<file path="src/rtl/adder_pkg.sv">
// Shared constants and 4-bit carry-lookahead equations for the 64-bit adder.
package adder_pkg;

  localparam int unsigned ADDER_W     = 64;
  localparam int unsigned ADDER_GRP_W = 4;
  localparam int unsigned ADDER_NGRP  = ADDER_W / ADDER_GRP_W;

  typedef logic [ADDER_W-1:0] word_t;

  // Carry into each of four positions, fully expanded so no ripple remains.
  function automatic logic [3:0] cla_carry(input logic [3:0] g, input logic [3:0] p,
                                           input logic c0);
    logic [3:0] c;
    c[0] = c0;
    c[1] = g[0] | (p[0] & c0);
    c[2] = g[1] | (p[1] & g[0]) | (p[1] & p[0] & c0);
    c[3] = g[2] | (p[2] & g[1]) | (p[2] & p[1] & g[0]) | (p[2] & p[1] & p[0] & c0);
    return c;
  endfunction

  function automatic logic cla_gen(input logic [3:0] g, input logic [3:0] p);
    return g[3] | (p[3] & g[2]) | (p[3] & p[2] & g[1]) | (p[3] & p[2] & p[1] & g[0]);
  endfunction

  function automatic logic cla_prop(input logic [3:0] p);
    return &p;
  endfunction

endpackage

</file>
<file path="src/rtl/adder_cla4.sv">
// 4-bit carry-lookahead group: sum plus group generate/propagate for the next level.
module adder_cla4
  import adder_pkg::*;
(
  input  logic [ADDER_GRP_W-1:0] a_i,
  input  logic [ADDER_GRP_W-1:0] b_i,
  input  logic                   c_i,
  output logic [ADDER_GRP_W-1:0] sum_o,
  output logic                   g_o,
  output logic                   p_o
);

  logic [ADDER_GRP_W-1:0] g;
  logic [ADDER_GRP_W-1:0] p;
  logic [ADDER_GRP_W-1:0] c;

  assign g     = a_i & b_i;
  assign p     = a_i ^ b_i;
  assign c     = cla_carry(g, p, c_i);
  assign sum_o = p ^ c;
  assign g_o   = cla_gen(g, p);
  assign p_o   = cla_prop(p);

endmodule

</file>
<file path="src/rtl/adder.sv">
// 64-bit two-level CLA adder (16 x 4-bit groups, 4x4 second level).
// Define ADDER_OUT_REG_EN to register both outputs (1-cycle latency, sync reset).
module adder
  import adder_pkg::*;
(
  input  logic               i_clk,
  input  logic               i_rst_n,
  input  logic               i_cIn_1,
  input  logic [ADDER_W-1:0] i_adderOperand1_64,
  input  logic [ADDER_W-1:0] i_adderOperand2_64,
  output logic [ADDER_W-1:0] o_adderSum_64,
  output logic               o_cOut_1
);

  logic [ADDER_NGRP-1:0] grp_g;
  logic [ADDER_NGRP-1:0] grp_p;
  logic [ADDER_NGRP-1:0] grp_c;
  logic [3:0]            sup_g;
  logic [3:0]            sup_p;
  logic [3:0]            sup_c;
  word_t                 sum_d;
  logic                  cout_d;

  for (genvar gi = 0; gi < ADDER_NGRP; gi++) begin : g_grp
    adder_cla4 u_cla4 (
      .a_i   (i_adderOperand1_64[gi*ADDER_GRP_W +: ADDER_GRP_W]),
      .b_i   (i_adderOperand2_64[gi*ADDER_GRP_W +: ADDER_GRP_W]),
      .c_i   (grp_c[gi]),
      .sum_o (sum_d[gi*ADDER_GRP_W +: ADDER_GRP_W]),
      .g_o   (grp_g[gi]),
      .p_o   (grp_p[gi])
    );
  end

  // Super-group G/P: each covers four groups (16 bits).
  always_comb begin
    sup_g = '0;
    sup_p = '0;
    for (int s = 0; s < 4; s++) begin
      sup_g[s] = cla_gen(grp_g[s*4 +: 4], grp_p[s*4 +: 4]);
      sup_p[s] = cla_prop(grp_p[s*4 +: 4]);
    end
  end

  assign sup_c  = cla_carry(sup_g, sup_p, i_cIn_1);
  assign cout_d = cla_gen(sup_g, sup_p) | (cla_prop(sup_p) & i_cIn_1);

  always_comb begin
    grp_c = '0;
    for (int s = 0; s < 4; s++) begin
      grp_c[s*4 +: 4] = cla_carry(grp_g[s*4 +: 4], grp_p[s*4 +: 4], sup_c[s]);
    end
  end

`ifdef ADDER_OUT_REG_EN
  word_t sum_q;
  logic  cout_q;

  always_ff @(posedge i_clk) begin
    if (!i_rst_n) begin
      sum_q  <= '0;
      cout_q <= 1'b0;
    end else begin
      sum_q  <= sum_d;
      cout_q <= cout_d;
    end
  end

  assign o_adderSum_64 = sum_q;
  assign o_cOut_1      = cout_q;
`else
  logic unused_clk_rst;
  assign unused_clk_rst = i_clk ^ i_rst_n;

  assign o_adderSum_64 = sum_d;
  assign o_cOut_1      = cout_d;
`endif

endmodule

</file>
<file path="config.mk">
export PLATFORM = sky130hd
export DESIGN_NAME = adder
export DESIGN_NICKNAME = d
export VERILOG_FILES = /design/src/rtl/adder_pkg.sv /design/src/rtl/adder_cla4.sv /design/src/rtl/adder.sv
export SDC_FILE = /design/constraint.sdc
export NUM_CORES = 1
export LEC_CHECK = 0
export ABC_AREA = 1
export CORE_MARGIN = 3
export CORE_UTILIZATION = 42
export DETAILED_ROUTE_END_ITERATION = 10
export GPL_TIMING_DRIVEN = 0
export PLACE_DENSITY = 0.95
export SLEW_MARGIN = 15
export SYNTH_ARGS = -nofsm -noshare
export SYNTH_HDL_FRONTEND = slang
export SYNTH_SLANG_ARGS = --single-unit
</file>
<file path="constraint.sdc">
create_clock -name vclk -period 4.86
set_input_delay 0.972 -clock vclk [all_inputs]
set_output_delay 0.972 -clock vclk [all_outputs]
set_load 0.005 [all_outputs]
</file>
==> out/qor.csv, run 1 <==
metric,value,unit
Core ar.,0.00694,mm^2
crit-path max FO,6,
IO Count,196,
placed inst area,0.00514,mm^2
post-synthesis adder-cell area fraction,36.4,%
f_max,211,MHz
Seq. cell area,0,um^2
seq_cells,0,
Syn Area/Cell,6.24,um^2
pin count of the biggest net entering global routing,7,
1st-pass router iterations,4,
Worst EP arrival,3.77,ns
Die X,91.7,um
pwr/cell area,142,mW/mm^2
leading area contributor after synthesis,ha_1,
Slew headroom,76.1,%
net count reported at finish,903,
Worst Hold Class,in -> out,
DRT antenna net count,0,
P&R area growth vs syn,75.7,%
fraction of layout cells with a size suffix above 1,8.99,%
DRC Markers,0,
Setup TNS,0,ns
"commonest non-fill, non-tap cell in the layout",clkdlybuf4s50_1,
Synth area leaders,"ha_1 (26%), nand2_1 (20%), fa_1 (10%), inv_1 (9.6%), xor2_1 (7.1%)",
kind of critical path,in -> out,
post-synthesis cell area,0.00308,mm^2
final worst-path cycle share,97.5,%
Worst Path Required,3.89,ns
GP Congestion,0.886,
vias post-DR,3936,
final setup fails,0,
run status,"finished, final reports clean",
Max rail drop VDD,99.9,uV
clkbuf count,0,
largest family of logic cells by synthesized area,simple AND/OR/NAND/NOR gates,
"Net Count, Synth",705,
placed cell count,784,
first-pass GRT wire length,17100,um
Post-CTS Hold Buffers,0,
critical path launch point type,input pin,
via/cell ratio,5.01,
Core Rows,30,
CP Cell Sequence,clkdlybuf4s50_1 > ha_4 > nand2_1 > inv_1 > nand2_1 > nand2_1 > nand2_1 > nand2_1 > nand2_1 > nand2_4 > nand2_2 > nand3_4 > nand2_2 > nand2_4 > fa_1 > xor2_1 > clkdlybuf4s50_1,
I/O Buffers,194,
Layout Cells excl Fill,786,
die area,0.00840,mm^2
Simple-Gate Fraction of Synth Area,36.9,%
WL final,11400,um
"commonest non-fill, non-tap cells in the layout","clkdlybuf4s50_1 (190), nand2_1 (162), inv_1 (79), ha_1 (46), nand3_1 (36)",
Max Cap Viol,0,
mux cell area share after synthesis,0,%
Pins Over Slew Limit,0,
final instance area,0.00542,mm^2
Yosys top cell area share,26.0,%
vias in the first global route,3863,
initial antenna violation count,0,
"Seq/Total Area, Yosys",0,%
Tmin final,4.74,ns
largest delay contributor family on the critical path,buffers and inverters,
Hold Crit Start,i_adderOperand2_64[45],
# diodes,0,
Hold EP,o_adderSum_64[45],
GRT Residual Overflow,0,
hold path depth,4,
final hold viol count,0,
Least-Margin Pin Slew,0.359,ns
Initial Util,44.4,%
Avg WL per Cell,14.5,um
CP max stage delay,0.55,ns
crit path buf inv count,3,
post-synthesis xor/xnor area fraction,8.53,%
yosys synthesis warning count,0,
cell seen most often among critical-path stages,nand2_1,
Die Height,91.7,um
Yosys cell types,27,
Compound-Gate Fraction of Synth Area,8.08,%
total global-route track usage,24.0,%
slowest cell on the critical path,clkdlybuf4s50_1,
Post-Syn Instances,494,
Crit. End Element,output port,
HPWL after DPL,9660,um
leakage power total,2.75,nW
Iter 0 DRT Violations,94,
-- how the worst max path moves through the flow --
stage                                    to                   start  slack (ns)  cells after the start
after global routing      o_adderSum_64[41]   i_adderOperand1_64[3]       -0.05                     17
after floorplan           o_adderSum_64[61]   i_adderOperand1_64[9]        1.17                     15
after global placement    o_adderSum_64[61]  i_adderOperand1_64[34]        0.07                     15
final                     o_adderSum_64[61]   i_adderOperand1_64[3]        0.12                     17
after detailed placement  o_adderSum_64[57]  i_adderOperand1_64[34]        0.02                     15
after CTS                 o_adderSum_64[57]  i_adderOperand1_64[34]        0.02                     15
-- stage by stage --
stage / total power [mW] / hold slack [ns] / utilization (%) / setup WS, ns
after global routing: 0.839 / 2.83 / 78.0 / -0.0478
after global placement: 0.702 / 3.04 / 74.1 / 0.0739
after floorplan: 0.325 / 2.10 / - / 1.17
after CTS: 0.735 / 3.07 / 74.1 / 0.0196
final: 0.770 / 2.79 / 78.0 / 0.121
after detailed placement: 0.729 / 3.07 / 74.1 / 0.0203
-- per-layer routing --
metal / track usage [%] / wire (um) / up-vias
met5: 0 / 0 / -
met4: 4.65 / 317 / 0
met3: 2.87 / 524 / 26
met2: 50.3 / 6350 / 132
met1: 24.7 / 4220 / 1811
li1: - / - / 1967
-- what timing repair did --
item / CTS / global route
buffers inserted: 0 / 2
endpoints found under the setup margin: 0 / 14
resized for setup: 0 / 30
-- power by group --
part	internal [mW]	switching, mW	total, mW
logic	0.438	0.332	0.770
clock network	0	0	0
registers	0	0	0
-- tightest hold or removal path, delay by kind of cell --
family	cells	cell delay, ns
adders and majority gates	1	0.17
buffers and inverters	2	0.61
xor gates and xnor gates	1	0.07
-- cells in the mapped netlist (3+ instances only) --
cell and count:
xnor2_1 5, fa_1 16, inv_2 4, xor2_1 25, nor2_2 3, inv_1 79, nand3_1 36, nand2_4 4
nor2_1 24, a21oi_1 31, ha_1 64, a21o_1 3, nor3_1 3, nand2_1 164, nand2_2 15
-- cells by family after synthesis --
logic type	count (synthesis)
AND/OR/NAND/NOR	258
adder cells (fa/ha/maj)	80
AO/OA/AOI/OAI	43
XOR/XNOR	30
buffers and inverters	83
-- final cells by class --
cell class / count / area, um^2
fillers: 460 / 1530
well taps: 96 / 120
multi-input cells: 411 / 3020
repair buffers: 196 / 1970
inverters: 83 / 312
Power figures use the tool's default switching activity.
==> inputs of run 2 (changes only) <==
==> constraint.sdc (replaced) <==
create_clock -name vclk -period 5.64
set_input_delay 1.128 -clock vclk [all_inputs]
set_output_delay 1.128 -clock vclk [all_outputs]
set_load 0.005 [all_outputs]
==> out/qor.csv, run 2 (synthesis gave the netlist of run 1 again) <==
metric,value,unit,change
run status,"finished, final reports clean",,
crit-path max FO,5,,-1
final hold viol count,0,,unchanged
P&R area growth vs syn,66.9,%,
crit path capture,o_adderSum_64[57],,
pin count of the biggest net entering global routing,7,,unchanged
critical path launch point type,input pin,,
Post-CTS Resized,0,,unchanged
Iter 0 DRT Violations,102,,+8.5%
Post-Place Setup Slack,0.488,ns,+0.468 ns
DRT antenna net count,0,,unchanged
RSZ-0062 raised after global routing,false,,
Slew headroom,78.6,%,+2.6 points
Worst Hold Class,in -> out,,
NetSw,270,uW,-19%
postcts setup bufs,0,,unchanged
f_max,194,MHz,
Max Cap Viol,0,,unchanged
via/cell ratio,4.88,,-2.5%
Int Pwr,360,uW,-18%
WL final,10500,um,-8.3%
Die X,91.7,um,unchanged
Clock power frac,0,%,unchanged
die area,0.00840,mm^2,unchanged
Worst EP arrival,4.02,ns,+0.25 ns
seq_cells,0,,unchanged
fillers,512,,+11%
1st-pass router iterations,5,,+1
vias post-DR,3829,,-2.7%
kind of critical path,in -> out,,
net count reported at finish,901,,-0.22%
Final Util,74.1,%,-3.9 points
Final Total Pwr,630,uW,-18%
GRT Residual Overflow,0,,unchanged
IO Count,196,,unchanged
Avg WL per Cell,13.3,um,-8.1%
final worst-path cycle share,91.2,%,
Worst Path Required,4.51,ns,+0.62 ns
GP Congestion,0.886,,unchanged
I/O Buffers,194,,unchanged
HPWL after DPL,9660,um,unchanged
hold path depth,5,,+1
WHS,3.38,ns,+0.589 ns
sequential share of power,0,%,unchanged
sw frac,42.9,%,-0.22 points
Die Height,91.7,um,unchanged
critical path startpoint,i_adderOperand1_64[34],,
Post-CTS Hold Buffers,0,,unchanged
Crit. End Element,output port,,
Seq. cell area,0,um^2,unchanged
Initial Util,44.4,%,unchanged
Comb pwr share,100.0,%,about the same
vias in the first global route,3863,,unchanged
leakage power total,2.70,nW,-1.8%
Least-Margin Pin Slew,0.318,ns,-0.0416 ns
Tmin final,5.15,ns,
pwr/cell area,123,mW/mm^2,-14%
Worst Slack Setup Final,0.494,ns,+0.373 ns
"commonest non-fill, non-tap cell in the layout",clkdlybuf4s50_1,,
total global-route track usage,24.0,%,unchanged
clkbuf count,0,,unchanged
"commonest non-fill, non-tap cells in the layout","clkdlybuf4s50_1 (194), nand2_1 (164), inv_1 (79), ha_1 (64), nand3_1 (36)",,
first-pass GRT wire length,17100,um,unchanged
final setup fails,0,,unchanged
fraction of layout cells with a size suffix above 1,5.09,%,-3.9 points
DRC Markers,0,,unchanged
Setup TNS,0,ns,unchanged
Core Rows,30,,unchanged
Core ar.,0.00694,mm^2,unchanged
# diodes,0,,unchanged
Pins Over Slew Limit,0,,unchanged
Max rail drop VDD,81.9,uV,-18%
initial antenna violation count,0,,unchanged
## run 2: area by class of cell
class              instances  area [um^2]  share of cell area [%]
well taps                 96          120                    2.34
inverters                 83          312                    6.06
multi-input cells        411         2770                    53.9
repair buffers           194         1940                    37.8
## run 2: routing by layer
layer	part of all wire (%)	global-route usage, %	up-vias
met5	0	0	-
met4	2.2	4.65	0
met3	4.1	2.87	20
met2	56	50.3	103
met1	38	24.7	1745
li1	-	-	1961
## run 2: power groups by stage
stage	logic, mW	registers, mW	clock network, mW
finish	0.630	0	0
global route	0.691	0	0
CTS	0.633	0	0
detailed placement	0.628	0	0
global placement	0.605	0	0
floorplan	0.280	0	0
## run 2: worst min path at each step
| stage | from | to | slack, ns |
|---|---|---|---|
| after floorplan | i_adderOperand2_64[12] | o_adderSum_64[12] | 2.41 |
| after global placement | i_adderOperand2_64[63] | o_cOut_1 | 3.35 |
| after detailed placement | i_adderOperand2_64[63] | o_cOut_1 | 3.38 |
| after CTS | i_adderOperand2_64[63] | o_cOut_1 | 3.38 |
| after global routing | i_adderOperand2_64[63] | o_cOut_1 | 3.42 |
| final | i_adderOperand2_64[63] | o_cOut_1 | 3.38 |
## run 2: critical path, stage by stage
cell	delay [ns]
clkdlybuf4s50_1	0.40
ha_1	0.35
nand2_1	0.17
inv_1	0.06
nand2_1	0.06
nand2_1	0.09
inv_1	0.11
nor2_1	0.05
nor2_1	0.14
nand3_2	0.19
nand2_2	0.11
nand2_2	0.07
fa_1	0.38
xor2_1	0.17
clkdlybuf4s50_1	0.52
## run 2: metrics by stage
| stage | instance area (um^2) | cells |
|---|---|---|
| finish | 5140 | 784 |
| global route | 5140 | 784 |
| CTS | 5140 | 784 |
| detailed placement | 5140 | 784 |
| global placement | 5140 | 784 |
| floorplan | 3080 | 494 |
==> inputs of run 3 (changes only) <==
--- a/config.mk
+++ b/config.mk
@@ -11,7 +11,7 @@
 export DETAILED_ROUTE_END_ITERATION = 10
 export GPL_TIMING_DRIVEN = 0
 export PLACE_DENSITY = 0.95
-export SLEW_MARGIN = 15
+export SLEW_MARGIN = 20
 export SYNTH_ARGS = -nofsm -noshare
 export SYNTH_HDL_FRONTEND = slang
 export SYNTH_SLANG_ARGS = --single-unit
==> constraint.sdc (replaced) <==
create_clock -name vclk -period 5.64
set_input_delay 0.564 -clock vclk [all_inputs]
set_output_delay 0.564 -clock vclk [all_outputs]
set_load 0.005 [all_outputs]
==> results of run 3 <==
Same layout as run 2 (identical final DEF). Status: finished, final reports clean.
Main changes from that run: setup slack after placement 0.488 ns -> 1.62 ns; setup slack after layout 0.494 ns -> 1.62 ns; hold slack 3.38 ns -> 2.26 ns
